===== src/rtl/inst_fetch_if.sv =====
// inst_fetch_if: bus bundle for the instruction fetch stage.
//   Memory side : imem_req/imem_addr out, imem_gnt/imem_rvalid/imem_rdata in.
//   Core side   : inst_valid/instruction/pc out, inst_ready in.
//   master modport = fetch stage, slave modport = memory + core.
interface inst_fetch_if;
  logic        imem_req;
  logic [31:0] imem_addr;
  logic        imem_gnt;
  logic        imem_rvalid;
  logic [31:0] imem_rdata;
  logic        inst_valid;
  logic        inst_ready;
  logic [31:0] instruction;
  logic [31:0] pc;

  modport master (
    output imem_req, imem_addr, inst_valid, instruction, pc,
    input  imem_gnt, imem_rvalid, imem_rdata, inst_ready
  );

  modport slave (
    input  imem_req, imem_addr, inst_valid, instruction, pc,
    output imem_gnt, imem_rvalid, imem_rdata, inst_ready
  );
endinterface


===== src/rtl/inst_fetch.sv =====
// inst_fetch: instruction fetch stage in front of the RV32I core.
// Owns the fetch PC, issues single-outstanding word reads over a
// request/grant/response bus, buffers returned words with their PCs in a
// DEPTH-entry FIFO and presents them to the core with valid/ready.
// A redirect flushes the FIFO and discards any in-flight response.
// Ports:
//   clock, reset      : clock, synchronous active-high reset
//   redirect          : load redirect_pc (bits [1:0] ignored) and flush
//   redirect_pc[31:0] : new fetch target
//   bus (master)      : imem_req/imem_addr/imem_gnt/imem_rvalid/imem_rdata,
//                       inst_valid/inst_ready/instruction/pc
module inst_fetch #(
  parameter logic [31:0] RESET_PC = 32'h0000_0000,
  parameter int unsigned DEPTH    = 2
) (
  input  logic         clock,
  input  logic         reset,
  input  logic         redirect,
  input  logic [31:0]  redirect_pc,
  inst_fetch_if.master bus
);
  localparam int unsigned PW  = $clog2(DEPTH);
  localparam int unsigned CW  = PW + 1;
  localparam logic [31:0] NOP = 32'h0000_0013;

  typedef enum logic [1:0] {S_IDLE, S_REQ, S_WAIT} state_t;

  state_t        state;
  logic          req_q;
  logic          drop;
  logic [31:0]   fetch_pc;
  logic [31:0]   target_pc;
  logic [CW-1:0] count;
  logic [CW-1:0] count_next;
  logic [PW-1:0] rd_ptr;
  logic [PW-1:0] wr_ptr;
  logic [31:0]   pc_mem   [DEPTH];
  logic [31:0]   data_mem [DEPTH];
  logic          head_valid;
  logic          push;
  logic          pop;
  logic          slot_free;

  always_comb begin
    target_pc  = redirect_pc & 32'hFFFF_FFFC;
    head_valid = (count != '0);
    pop        = head_valid && bus.inst_ready && !redirect;
    push       = (state == S_WAIT) && bus.imem_rvalid && !drop && !redirect;
    if (redirect) count_next = '0;
    else          count_next = count + CW'(push) - CW'(pop);
    // Outstanding is zero wherever this is consulted (IDLE, or WAIT as the
    // response lands), so the reservation rule reduces to the next count.
    slot_free = (count_next < CW'(DEPTH));
  end

  always_ff @(posedge clock) begin
    if (push) begin
      pc_mem[wr_ptr]   <= fetch_pc;
      data_mem[wr_ptr] <= bus.imem_rdata;
    end
  end

  always_ff @(posedge clock) begin
    if (reset) begin
      state    <= S_IDLE;
      req_q    <= 1'b0;
      drop     <= 1'b0;
      fetch_pc <= RESET_PC;
      count    <= '0;
      rd_ptr   <= '0;
      wr_ptr   <= '0;
    end else begin
      count <= count_next;
      if (redirect) begin
        rd_ptr <= '0;
        wr_ptr <= '0;
      end else begin
        if (push) wr_ptr <= wr_ptr + PW'(1);
        if (pop)  rd_ptr <= rd_ptr + PW'(1);
      end

      // fetch_pc only advances on an accepted (pushed) response; dropped
      // responses and redirects never bump it.
      if (redirect)  fetch_pc <= target_pc;
      else if (push) fetch_pc <= fetch_pc + 32'd4;

      case (state)
        S_IDLE: begin
          if (slot_free) begin
            state <= S_REQ;
            req_q <= 1'b1;
          end
        end
        S_REQ: begin
          // Redirect without grant just retargets the pending request.
          if (bus.imem_gnt) begin
            state <= S_WAIT;
            req_q <= 1'b0;
            drop  <= redirect;
          end
        end
        S_WAIT: begin
          if (bus.imem_rvalid) begin
            drop <= 1'b0;
            if (slot_free) begin
              state <= S_REQ;
              req_q <= 1'b1;
            end else begin
              state <= S_IDLE;
              req_q <= 1'b0;
            end
          end else if (redirect) begin
            drop <= 1'b1;
          end
        end
        default: begin
          state <= S_IDLE;
          req_q <= 1'b0;
          drop  <= 1'b0;
        end
      endcase
    end
  end

  assign bus.imem_req    = req_q;
  assign bus.imem_addr   = fetch_pc;
  assign bus.inst_valid  = head_valid;
  assign bus.instruction = head_valid ? data_mem[rd_ptr] : NOP;
  assign bus.pc          = head_valid ? pc_mem[rd_ptr] : '0;
endmodule


===== src/flat_wrapper.sv =====
// flat-port wrapper written by rule: the top's interface ports become plain ports
module inst_fetch_flat 
#(
  parameter logic [31:0] RESET_PC = 32'h0000_0000,
  parameter int unsigned DEPTH    = 2
)
  (clock, reset, redirect, redirect_pc, bus_imem_req, bus_imem_addr, bus_inst_valid, bus_instruction, bus_pc, bus_imem_gnt, bus_imem_rvalid, bus_imem_rdata, bus_inst_ready);
  inst_fetch_if bus_i ();
  input  logic clock;
  input  logic reset;
  input  logic redirect;
  input  logic [31:0] redirect_pc;
  output wire logic [$bits(bus_i.imem_req)-1:0] bus_imem_req;
  output wire logic [$bits(bus_i.imem_addr)-1:0] bus_imem_addr;
  output wire logic [$bits(bus_i.inst_valid)-1:0] bus_inst_valid;
  output wire logic [$bits(bus_i.instruction)-1:0] bus_instruction;
  output wire logic [$bits(bus_i.pc)-1:0] bus_pc;
  input wire logic [$bits(bus_i.imem_gnt)-1:0] bus_imem_gnt;
  input wire logic [$bits(bus_i.imem_rvalid)-1:0] bus_imem_rvalid;
  input wire logic [$bits(bus_i.imem_rdata)-1:0] bus_imem_rdata;
  input wire logic [$bits(bus_i.inst_ready)-1:0] bus_inst_ready;
  assign bus_imem_req = bus_i.imem_req;
  assign bus_imem_addr = bus_i.imem_addr;
  assign bus_inst_valid = bus_i.inst_valid;
  assign bus_instruction = bus_i.instruction;
  assign bus_pc = bus_i.pc;
  assign bus_i.imem_gnt = bus_imem_gnt;
  assign bus_i.imem_rvalid = bus_imem_rvalid;
  assign bus_i.imem_rdata = bus_imem_rdata;
  assign bus_i.inst_ready = bus_inst_ready;
  inst_fetch #(.RESET_PC(RESET_PC), .DEPTH(DEPTH)) u_core (.clock(clock), .reset(reset), .redirect(redirect), .redirect_pc(redirect_pc), .bus(bus_i));
endmodule

===== config.mk =====
export PLATFORM = sky130hd
export DESIGN_NAME = inst_fetch_flat
export DESIGN_NICKNAME = d
export VERILOG_FILES = /design/src/rtl/inst_fetch_if.sv /design/src/rtl/inst_fetch.sv /design/src/flat_wrapper.sv
export SDC_FILE = /design/constraint.sdc
export NUM_CORES = 1
export LEC_CHECK = 0
export BUFFER_PORTS_ARGS = -buffer_cell sky130_fd_sc_hd__buf_2
export CORE_ASPECT_RATIO = 0.5
export CORE_MARGIN = 2
export CORE_UTILIZATION = 45
export CTS_CLUSTER_DIAMETER = 200
export DETAILED_ROUTE_END_ITERATION = 8
export PLACE_DENSITY_LB_ADDON = 0.05
export SLEW_MARGIN = 10
export SYNTH_ARGS = -nofsm -noshare
export SYNTH_HDL_FRONTEND = slang
export SYNTH_SLANG_ARGS = --single-unit
export TNS_END_PERCENT = 100

===== constraint.sdc =====
create_clock -name clock -period 15.5 [get_ports clock]
set_input_delay 1.55 -clock clock [delete_from_list [all_inputs] [get_ports clock]]
set_output_delay 1.55 -clock clock [all_outputs]
set_load 0.03 [all_outputs]

=== Yosys cells after proc, flatten, opt, wreduce, memory -nomap -nowiden ===
Memory sizes are Yosys's and may differ from the RTL's. A register that Yosys moved wholly into a read port is not among the register bits.
Index checks and enable logic that the tools add are counted.
Widths: inputs -> output; s select.

* Add/subtract/negate cells: 5
* $lt $le $gt $ge: 1
* Equality and inequality tests: 6
* Mux-type cells: 25
* Bitwise logic cells: 1
* Reductions and logical operators: 13

{| class="wikitable"
|+ Operators with widths
! kind !! count
|-
| $mux 32 || 4
|-
| $add 32x3->32 const B || 1
|-
| $mux 1 || 14
|-
| $mux 2 || 4
|-
| $pmux 1 s3 || 2
|-
| $pmux 2 s3 || 1
|-
| $reduce_and 3->1 || 2
|-
| $logic_and 1x1->1 || 5
|-
| $ne 2x2->1 const B || 2
|-
| $reduce_bool 2->1 || 2
|-
| $ne 3x3->1 const B || 1
|-
| $add 1x1->1 const B || 2
|-
| $add 2x1->2 || 1
|-
| $eq 2x1->1 const B || 1
|-
| $eq 2x2->1 const B || 1
|-
| $logic_not 1->1 || 2
|-
| $logic_not 2->1 || 1
|-
| $lt 2x2->1 const B || 1
|-
| $ne 2x1->1 const B || 1
|-
| $reduce_or 2->1 || 1
|-
| $sub 2x1->2 || 1
|-
| $not 1->1 || 1
|}

* Register bits: 40
* RAM bits: 128
* Output and inout bits: 98
* Logic and storage cells: 61
* Memories: 2

{| class="wikitable"
|+ Memories
! memory !! words !! bits a word !! read ports !! clocked after memory_dff !! wr ports !! line !! RTL
|-
| u_core.data_mem || 2 || 32 || 1 || 1 || 1 || inst_fetch.sv:38 || <nowiki>logic [31:0] data_mem [DEPTH];</nowiki>
|-
| u_core.pc_mem || 2 || 32 || 1 || 1 || 1 || inst_fetch.sv:37 || <nowiki>logic [31:0] pc_mem [DEPTH];</nowiki>
|}

=== Depth between registers and ports, before layout ===
Gate-level depths: netlist of run 1.

* Depth in word-level cells: 11
* Depth in mapped cells: 11
* Depth with buffers taken out: 11

=== Worst setup path before layout of run 1 ===
No wires, ideal clock.

* Path type: input-to-reg
* Start point: input port redirect
* End point: memory u_core.data_mem[0][0] (enable)
* Setup time: 0.558 ns
* Arrival: 6.447 ns
* Required time: 14.942 ns
* Slack: 8.496 ns
* Cell stages on the path: 4
* Cells stage by stage: clkbuf_1 buf_1 buf_1 nor3_1

* Cells in the longest elaborated chain, start to end: 4

{| class="wikitable"
|+ Ends and longest elaborated chain
! item !! line !! RTL
|-
| start: declaration || flat_wrapper.sv:11 || <nowiki>input logic redirect;</nowiki>
|-
| $logic_not 1->1 || inst_fetch.sv:48 || <nowiki>push = (state == S_WAIT) && bus.imem_rvalid && !drop && !redirect;</nowiki>
|-
| $logic_and 1x1->1 || inst_fetch.sv:48 ||
|-
| $mux 1 || inst_fetch.sv:57 || <nowiki>if (push) begin</nowiki>
|-
| $mux 1 (implied by the code) || inst_fetch.sv:59 || <nowiki>data_mem[wr_ptr] <= bus.imem_rdata;</nowiki>
|-
| end: declaration || inst_fetch.sv:38 ||
|}

No other way between the ends.

==> reports/metrics.cfg, run 1 <==
[run_status]
outcome=finished, final reports clean

[layout]
synthToLayoutAreaGrowth_pct=22.34
fin_util=0.5598
final_layout_size_suffix_gt1_frac=0.2946
final_nets=788
regArea_sq_um=4508
multi_input_area_sq_um=2347
diodes=0
fillers=1330
layout_commonest_cell=buf_2
final_cell_mix=buf_2, edfxtp_1, nor2_1, mux2i_1, dfxtp_1

[timing]
worstMarginPinSlew_ns=0.9319
max_freq_ghz=0.2605
setup-tns-final_ns=0
rsz0062_at_grt=false
slew_violations=0
setup_violations=0
hold_slack_ns=0.4864
min_period_ns=3.839
skew_ns=0.01205
finalHoldViolCount=0
fin_crit_sh=0.2477
slew_headroom=0.3787

[critical_path]
cp_max_fo=40
path_class=flip-flop to primary output
cp.required_ns=13.95
end_kind=primary output
arrival_ns=2.29
start_kind=flip-flop

[clock_network]
cts_tree=yes
htreeDepth=4
cts.sinks=163
ctsResizeCount=0
cts_buffers=17
clk_pin_slew_worst_paths_ns=0.06
cts_hold_buf=0
clock_path_buffers=2
root_buffer=clkbuf_16
postCtsSetupRepairBufs=0
clk_latency_ns=0.42

[die]
coreArea_sq_um=15330
num_io_pins=168
start_util=0.4576
dieArea_sq_um=16670
num_rows=32
dieWidth_um=180.6
die_y_um=92.30

[yosys]
synth_cells=556
syn_avg_cell_area_sq_um=12.62
synthFlopType=edfxtp_1
synth.distinct_cells=55
async_flop_share=0
ys_seq_elements=163
synth-seq-area-share=0.6419
synth_area_sq_um=7017
synth_warnings=0
synth_edf_count=124

[global_routing]
grt.overflow.total=0
grt_pass1_vias=4586
gr-usage-all-layers=0.1925
antenna_found_initial=0
grt_max_degree=63
grt_pass1_wl_um=24540

[drt]
drt_wl_total_um=16180
drc_errors=0
highest_layer=met4
drt-initial-drc-count=295
dr.pass1.iters=4
routed-wl-met3_um=773
avgRoutedWirePerCell_um=17.45
wl_met2_um=7603
wl_met1_um=7727
postRouteAntennaNets=0
vias=4953
vias_per_cell=5.343

[power_and_ir_drop]
p_leak_uw=0.003152
power_density_nw_per_um2=117.6
finalPower_uw=1010
ir_drop_mv=0.06339

[placement]
hpwl_um=10460
portBuffers=161
routabilityCongestion=0.7443

[worst_hold_path]
min_path_type=flip-flop to flip-flop

[job]
cap_violations=0

==> registers in the layout, summed over array words and instances, names as in the netlist, named ones only <==
signal / count
u_core.bus.imem_req: 1
u_core.drop: 1
u_core.pc_mem: 60
u_core.wr_ptr: 1
u_core.count: 2
u_core.state: 2
u_core.data_mem: 64
u_core.bus.imem_addr: 30
u_core.rd_ptr: 1
==> final cells by class <==
| class | count | share of cell area |
|---|---|---|
| repair buffers | 166 | 0.09824 |
| multi-input cells | 350 | 0.2734 |
| flip-flops and latches | 163 | 0.5251 |
| well taps | 204 | 0.02973 |
| clock buffers | 18 | 0.04999 |
| clock inverters | 14 | 0.01822 |
| inverters | 12 | 0.005247 |
==> power by group <==
group / internal [uW] / switching [uW]
registers: 487 / 16.4
clock network: 217 / 194
logic: 34.1 / 62.0
total: 738 / 272
==> cell usage after synthesis (5+ instances only) <==
master,count,share of area
a211oi_1,10,0.011
a21oi_1,7,0.0050
a311oi_1,10,0.012
buf_1,9,0.0048
clkbuf_1,19,0.010
dfxtp_1,39,0.11
edfxtp_1,124,0.53
ha_1,8,0.014
inv_1,12,0.0064
mux2i_1,63,0.090
nand2_1,27,0.014
nand2b_1,5,0.0045
nand3_1,17,0.012
nor2_1,92,0.049
nor3_1,9,0.0064
nor4_1,5,0.0045
o21ai_0,9,0.0064
o31ai_1,5,0.0054
or3_1,7,0.0062
or4_1,10,0.011
xnor2_1,7,0.0087
==> metrics by stage <==
stage	std cells	setup WS (ns)	cell area (sq um)
3_3_place_gp	895	11.72	7999
5_1_grt	927	11.50	8584
2_1_floorplan	559	8.496	7028
3_5_place_dp	895	11.69	7999
6_report	927	11.66	8584
4_1_cts	927	11.61	8584
==> cell families after synthesis <==
| family | Yosys count | share of synthesized area |
|---|---|---|
| other cells | 1 | 0.0005344 |
| xor+xnor | 12 | 0.01694 |
| simple gates | 200 | 0.1410 |
| fa+ha+maj | 8 | 0.01427 |
| buf+inv | 46 | 0.02710 |
| flops | 163 | 0.6419 |
| compound gates | 62 | 0.06669 |
| mux | 64 | 0.09148 |
==> metal layers <==
| metal | vias up | global-route usage |
|---|---|---|
| met5 | - | 0 |
| met4 | 0 | 0.03965 |
| met3 | 7 | 0.04326 |
| met2 | 146 | 0.3069 |
| met1 | 2412 | 0.2728 |
| li1 | 2388 | - |
==> path summary, 6_finish.rpt <==
check	startpoint	endpoint	slack, ns	cells after the start
max	flip-flop	bus_instruction[26]	11.66	4
min reg2reg	u_core.drop	u_core.drop	0.49	2
min	u_core.drop	u_core.drop	0.49	2
max reg2reg	u_core.count[1]	u_core.state[1]	12.01	12
==> critical path, cell delays in order, from the launching register on <==
cell and delay (ns):
dfxtp_4 0.62, buf_4 0.66, mux2i_1 0.27, nor2_1 0.07, buf_2 0.19
No activity file was read; power rests on OpenSTA's default activity.
==> run 2: changes to the inputs <==
--- a/config.mk
+++ b/config.mk
@@ -5,6 +5,7 @@
 export SDC_FILE = /design/constraint.sdc
 export NUM_CORES = 1
 export LEC_CHECK = 0
+export ABC_AREA = 1
 export BUFFER_PORTS_ARGS = -buffer_cell sky130_fd_sc_hd__buf_2
 export CORE_ASPECT_RATIO = 0.5
 export CORE_MARGIN = 2
==> constraint.sdc (replaced) <==
create_clock -name clock -period 3.4 [get_ports clock]
set_input_delay 0.34 -clock clock [delete_from_list [all_inputs] [get_ports clock]]
set_output_delay 0.34 -clock clock [all_outputs]
set_load 0.03 [all_outputs]
==> run 2 against run 1 <==
Against the previous run:
- power grew to 4.8 times the previous value
- combinational power grew to 5.5 times the previous value
- worst setup slack worse by 11 ns
- critical endpoint is now u_core.state[1]
==> reports/metrics.cfg, run 2 <==
[critical_path]
start_kind=flip-flop
cp.required_ns=3.72
cp_max_fo=5
end_kind=flip-flop
path_class=flip-flop to flip-flop
arrival_ns=2.60

[clock_network]
postCtsSetupRepairBufs=0
ctsResizeCount=0
cts.sinks=163
clock_path_buffers=2
cts_buffers=17
htreeDepth=4
clk_latency_ns=0.43
cts_hold_buf=0
cts_tree=yes
root_buffer=clkbuf_16
clk_pin_slew_worst_paths_ns=0.07

[timing]
finalHoldViolCount=0
fin_crit_sh=0.6697
worstMarginPinSlew_ns=0.7054
setup_violations=0
slew_violations=0
min_period_ns=2.277
skew_ns=0.006557
max_freq_ghz=0.4392
worst_slack_ns=1.123
rsz0062_at_grt=false
slew_headroom=0.5298
setup-tns-final_ns=0

[global_routing]
grt_pass1_vias=5276
grt.overflow.total=0
grt_pass1_wl_um=27950
gr-usage-all-layers=0.2164
antenna_found_initial=1
grt_max_degree=63

[layout]
final_layout_size_suffix_gt1_frac=0.2465
layout_commonest_cell=nand2_1
design_area_sq_um=8853
synthToLayoutAreaGrowth_pct=22.85
fillers=1393
final_nets=986
diodes=0
largest_reg_flops=64
final_cell_mix=nand2_1, buf_2, edfxtp_1, a21oi_1, inv_1
fin_util=0.5699
regMostFlops=u_core.data_mem

[die]
num_rows=32
start_util=0.4639
dieArea_sq_um=17110
die_y_um=93.49
dieWidth_um=183.0
coreArea_sq_um=15530
num_io_pins=168

[yosys]
synth_edf_count=124
synth-xor-area-share=0.01215
syn_avg_cell_area_sq_um=9.596
yosysTopAreaCellShare=0.5167
synthTopCellsByCount=nand2_1, edfxtp_1, a21oi_1
synth_area_sq_um=7207
ys_seq_elements=163
synthFlopType=edfxtp_1
synth_warnings=0
synth_cells=751
synth_top_cell_by_area=edfxtp_1
yosysMostFrequentCell=nand2_1
synth.distinct_cells=34
yosys.area_share.simple=0.2061
async_flop_share=0
synth-seq-area-share=0.6250
synth_area_leaders=edfxtp_1, nand2_1, dfxtp_1
synth_fa_ha_area_frac=0.01389
synth_top_family_by_area=simple AND/OR/NAND/NOR gates
synth_compound_area_frac=0.09219
synth.mux.area_fraction=0

[power_and_ir_drop]
clock_power_share=0.413
p_switching_uw=1280
swShare=0.2631
internal_power_uw=3585
p_leak_uw=0.003641
power_density_nw_per_um2=549.5
power_frac_seq=0.479
combPwrFrac=0.109
ir_drop_mv=0.3523

[drt]
postRouteAntennaNets=0
drt-initial-drc-count=426
avgRoutedWirePerCell_um=16.07
drt_wl_total_um=18080
dr.pass1.iters=5
vias_per_cell=5.060
vias=5692
drc_errors=0

[worst_hold_path]
min_path_type=primary input to flip-flop

[placement]
place_ws_ns=1.000
routabilityCongestion=0.8460
portBuffers=161
hpwl_um=11820
place_area_sq_um=8249

[run_status]
outcome=finished, final reports clean

[job]
cap_violations=0

run 2: changes by cell type after synthesis, moves of 7 or more:
cell      change
a211oi_1      -9
a21oi_1      +76
a311oi_1     -10
a31oi_1       +9
buf_1         -9
inv_1        +40
mux2i_1      -63
nand2_1     +214
nand3_1      +15
nor2_1       -43
nor2_2       +10
o21ai_0      +10
or3_1         -7
or4_1        -10
run 2: stage by stage:
stage | hold WS (ns) | instances | power [uW]
after global routing | 0.08103 | 1125 | 5056
after floorplan | 0.4389 | 754 | 2709
after detailed placement | 0.4565 | 1093 | 2902
final | 0.09582 | 1125 | 4865
after global placement | 0.4530 | 1093 | 2890
after CTS | 0.08141 | 1125 | 4895
run 2: power groups by stage:
stage	sequential, uW	clock, uW	combinational, uW
CTS	2330	2030	534
finish	2330	2010	529
global placement	2370	0	522
floorplan	2400	0	305
detailed placement	2370	0	531
global route	2340	2120	595
run 2: final timing paths:
| check | slack (ns) | cells after the start | end | startpoint |
|---|---|---|---|---|
| worst max-delay path | 1.12 | 14 | u_core.state[1] | u_core.count[1] |
| worst min-delay path | 0.1 | 1 | u_core.data_mem[1][1] | bus_imem_rdata[1] |
| worst max register to register | 1.12 | 14 | u_core.state[1] | u_core.count[1] |
| worst min register to register | 0.47 | 2 | u_core.bus.imem_req | u_core.bus.imem_req |
run 2: critical path, cell delays in order (launching register included):
cell and delay, ns:
dfxtp_1 0.43, nor2_4 0.06, inv_1 0.17, nand2_1 0.16, nor2_1 0.13, ha_1 0.24, inv_1 0.05, ha_1 0.15
inv_1 0.04, nand2_1 0.05, nand3_1 0.15, o21bai_1 0.32, inv_1 0.07, nor2_1 0.10, nor2_1 0.05
run 2: area by class of cell:
cell class                 count  area, sq um  share of cell area
sequential                   163         4506              0.5089
clock inverter                14        175.2             0.01979
inverter                      54        202.7             0.02289
clock buffer                  18        429.2             0.04847
multi-input combinational    502         2375              0.2682
tap                          204        255.2             0.02883
timing repair buffer         170        910.9              0.1029
run 2: logic make-up (layout without fill, tap and decap cells):
logic type | after synthesis | count (layout)
buffers and inverters | 89 | 256
AO/OA/AOI/OAI | 124 | 124
adder cells (fa/ha/maj) | 8 | 8
other | 1 | 4
AND/OR/NAND/NOR | 356 | 356
flip-flops | 163 | 163
XOR/XNOR | 10 | 10
run 2: routing by layer:
metal | routed length [um] | part of all wire | GRT usage | up-vias
met5 | 13 | 0.00072 | 0 | -
met4 | 136 | 0.0075 | 0.05133 | 2
met3 | 1113 | 0.062 | 0.05724 | 15
met2 | 8242 | 0.46 | 0.3441 | 148
met1 | 8572 | 0.47 | 0.2983 | 2704
li1 | - | - | - | 2823
==> run 3: changes to the inputs <==
==> constraint.sdc (replaced) <==
create_clock -name clock -period 1.9 [get_ports clock]
set_input_delay 0.19 -clock clock [delete_from_list [all_inputs] [get_ports clock]]
set_output_delay 0.19 -clock clock [all_outputs]
set_load 0.03 [all_outputs]
==> run 3 against run 2 <==
Against the previous run:
- clock skew increased by 0.0047 ns
- worst setup slack got worse by 1.1 ns
- clock-buffer cell count did not move
- critical path depth decreased by 9
- power grew 76%
- critical path type is now flip-flop to primary output
- largest power group unchanged
- highest routed layer is now met4
==> reports/metrics.cfg, run 3 (synthesized netlist as in run 2, its figures left out) <==
[layout]
final_layout_size_suffix_gt1_frac=0.2768
largest_reg_flops=64
fillers=1360
stdcell_count=1183
regMostFlops=u_core.data_mem
synthToLayoutAreaGrowth_pct=31.67
final_cell_mix=nand2_1, buf_2, edfxtp_1, a21oi_1, inv_1
final_nets=1044
design_area_sq_um=9489
diodes=0
layout_commonest_cell=nand2_1

[timing]
rsz0062_at_grt=true
skew_ns=0.01123
worst_slack_ns=0.02651
setup-tns-final_ns=0
max_freq_ghz=0.5338
setup_violations=0
min_period_ns=1.873
finalHoldViolCount=0
fin_crit_sh=0.9860
slew_violations=0

[critical_path]
cp.depth=5
cp.required_ns=1.71
path_buf_inv=3
start_kind=flip-flop
cp-endpoint=bus_pc[13]
arrival_ns=1.68
path_class=flip-flop to primary output
path_cells=nor2_4, buf_4, buf_12, a21oi_1, buf_2
rrSetupSlack_ns=0.13
crit-reg2reg-launch=u_core.count[1]
r2r_cells=13
cp_slowest_cell=dfxtp_1
reg2reg_to=u_core.state[0]
startpoint=u_core.count[0]
cp_max_fo=59
critPathMaxStageDelay_ns=0.38
end_kind=primary output
worst_path_dominant_cell_family=buffers and inverters

[clock_network]
clk_latency_ns=0.42
root_buffer=clkbuf_16
clock_path_buffers=2
cts.sinks=163
clk_pin_slew_worst_paths_ns=0.07
cts_buffers=17
cts_tree=yes
htreeDepth=4

[placement]
place_area_sq_um=8463
portBuffers=161
routabilityCongestion=0.8559
hpwl_um=12640
place_ws_ns=-0.06060
dp.cells=1115

[die]
coreArea_sq_um=15530
dieArea_sq_um=17110
dieWidth_um=183.0
start_util=0.4639
num_io_pins=168
die_y_um=93.49
num_rows=32

[global_routing]
antenna_found_initial=0
grt.overflow.total=0
grt_max_degree=60
grt_pass1_wl_um=28840
gr-usage-all-layers=0.2220
grt_pass1_vias=5477

[drt]
drc_errors=0
drt-initial-drc-count=411
vias=5826
vias_per_cell=4.925
postRouteAntennaNets=0
drt_wl_total_um=18870
avgRoutedWirePerCell_um=15.95
dr.pass1.iters=5

[power_and_ir_drop]
finalPower_uw=8548
p_leak_uw=0.003918
power_density_nw_per_um2=900.9
ir_drop_mv=0.6518

[job]
cap_violations=0

[worst_hold_path]
min_path_type=primary input to flip-flop

[run_status]
outcome=finished, final reports clean

[run 3: cell types whose count changed in the layout (fill, tap and decap cells not counted), moves of 3 or more]
cell           previous run  this run
nand2_1                 241       238
inv_2                     2         5
buf_6                     0         4
clkinv_4                  0         3
buf_4                     6        24
bufinv_16                 3         0
inv_1                    52        47
dlygate4sd3_1             0        32
buf_12                    3         6
[run 3: final cells by class]
cell class / instances / area (sq um) / share of cell area
well taps: 204 / 255.2 / 0.02690
multi-input cells: 502 / 2450 / 0.2582
clock inverters: 14 / 137.6 / 0.01450
inverters: 54 / 207.7 / 0.02189
repair buffers: 228 / 1501 / 0.1582
flip-flops and latches: 163 / 4508 / 0.4751
clock buffers: 18 / 429.2 / 0.04523
[run 3: report_power, final]
part           switching [uW]  internal, uW  total, uW
sequential                149          4010       4160
clock                    1520          1740       3270
combinational             699           421       1120
[run 3: metal layers]
metal	up-vias	track usage	share of wire
met5	-	0	0
li1	2942	-	-
met3	11	0.03583	0.049
met4	0	0.05067	0.0058
met2	174	0.3482	0.45
met1	2699	0.3258	0.50
[run 3: stage by stage]
stage            util  hold WS (ns)
2_1_floorplan       -        0.2889
3_3_place_gp   0.5448        0.3785
3_5_place_dp   0.5448        0.3819
4_1_cts        0.6029       0.01492
5_1_grt        0.6108       0.04559
6_report       0.6108       0.03058
[run 3: how the worst min path moves through the flow]
| stage | startpoint | endpoint | slack, ns | cells after the start |
|---|---|---|---|---|
| 4_1_cts | redirect_pc[8] | u_core.bus.imem_addr[8] | 0.01 | 3 |
| 3_5_place_dp | bus_imem_rdata[30] | u_core.data_mem[1][30] | 0.38 | 1 |
| 3_3_place_gp | bus_imem_rdata[4] | u_core.data_mem[0][4] | 0.38 | 1 |
| 6_report | redirect_pc[8] | u_core.bus.imem_addr[8] | 0.03 | 3 |
| 2_1_floorplan | bus_imem_rdata[0] | u_core.data_mem[0][0] | 0.29 | 0 |
| 5_1_grt | redirect_pc[3] | u_core.bus.imem_addr[3] | 0.05 | 3 |
[run 3: repair_timing]
item,CTS,global route
hold endpoints to repair,64,0
gates cloned,0,1
pin swaps,1,6
setup endpoints to repair,62,10
gates resized for setup,4,21
buffers inserted,0,3
hold buffers,32,0
[run 3: worst register-to-register path, cell delays in order, from the launching register on]
cell and delay (ns):
dfxtp_2 0.34, nor2_4 0.13, inv_4 0.05, nand2_4 0.05
nor2_2 0.03, ha_1 0.28, inv_2 0.05, ha_4 0.15
inv_2 0.05, nand2_2 0.06, nand3_4 0.09, nand2_1 0.08
or2_1 0.21, a21oi_1 0.13
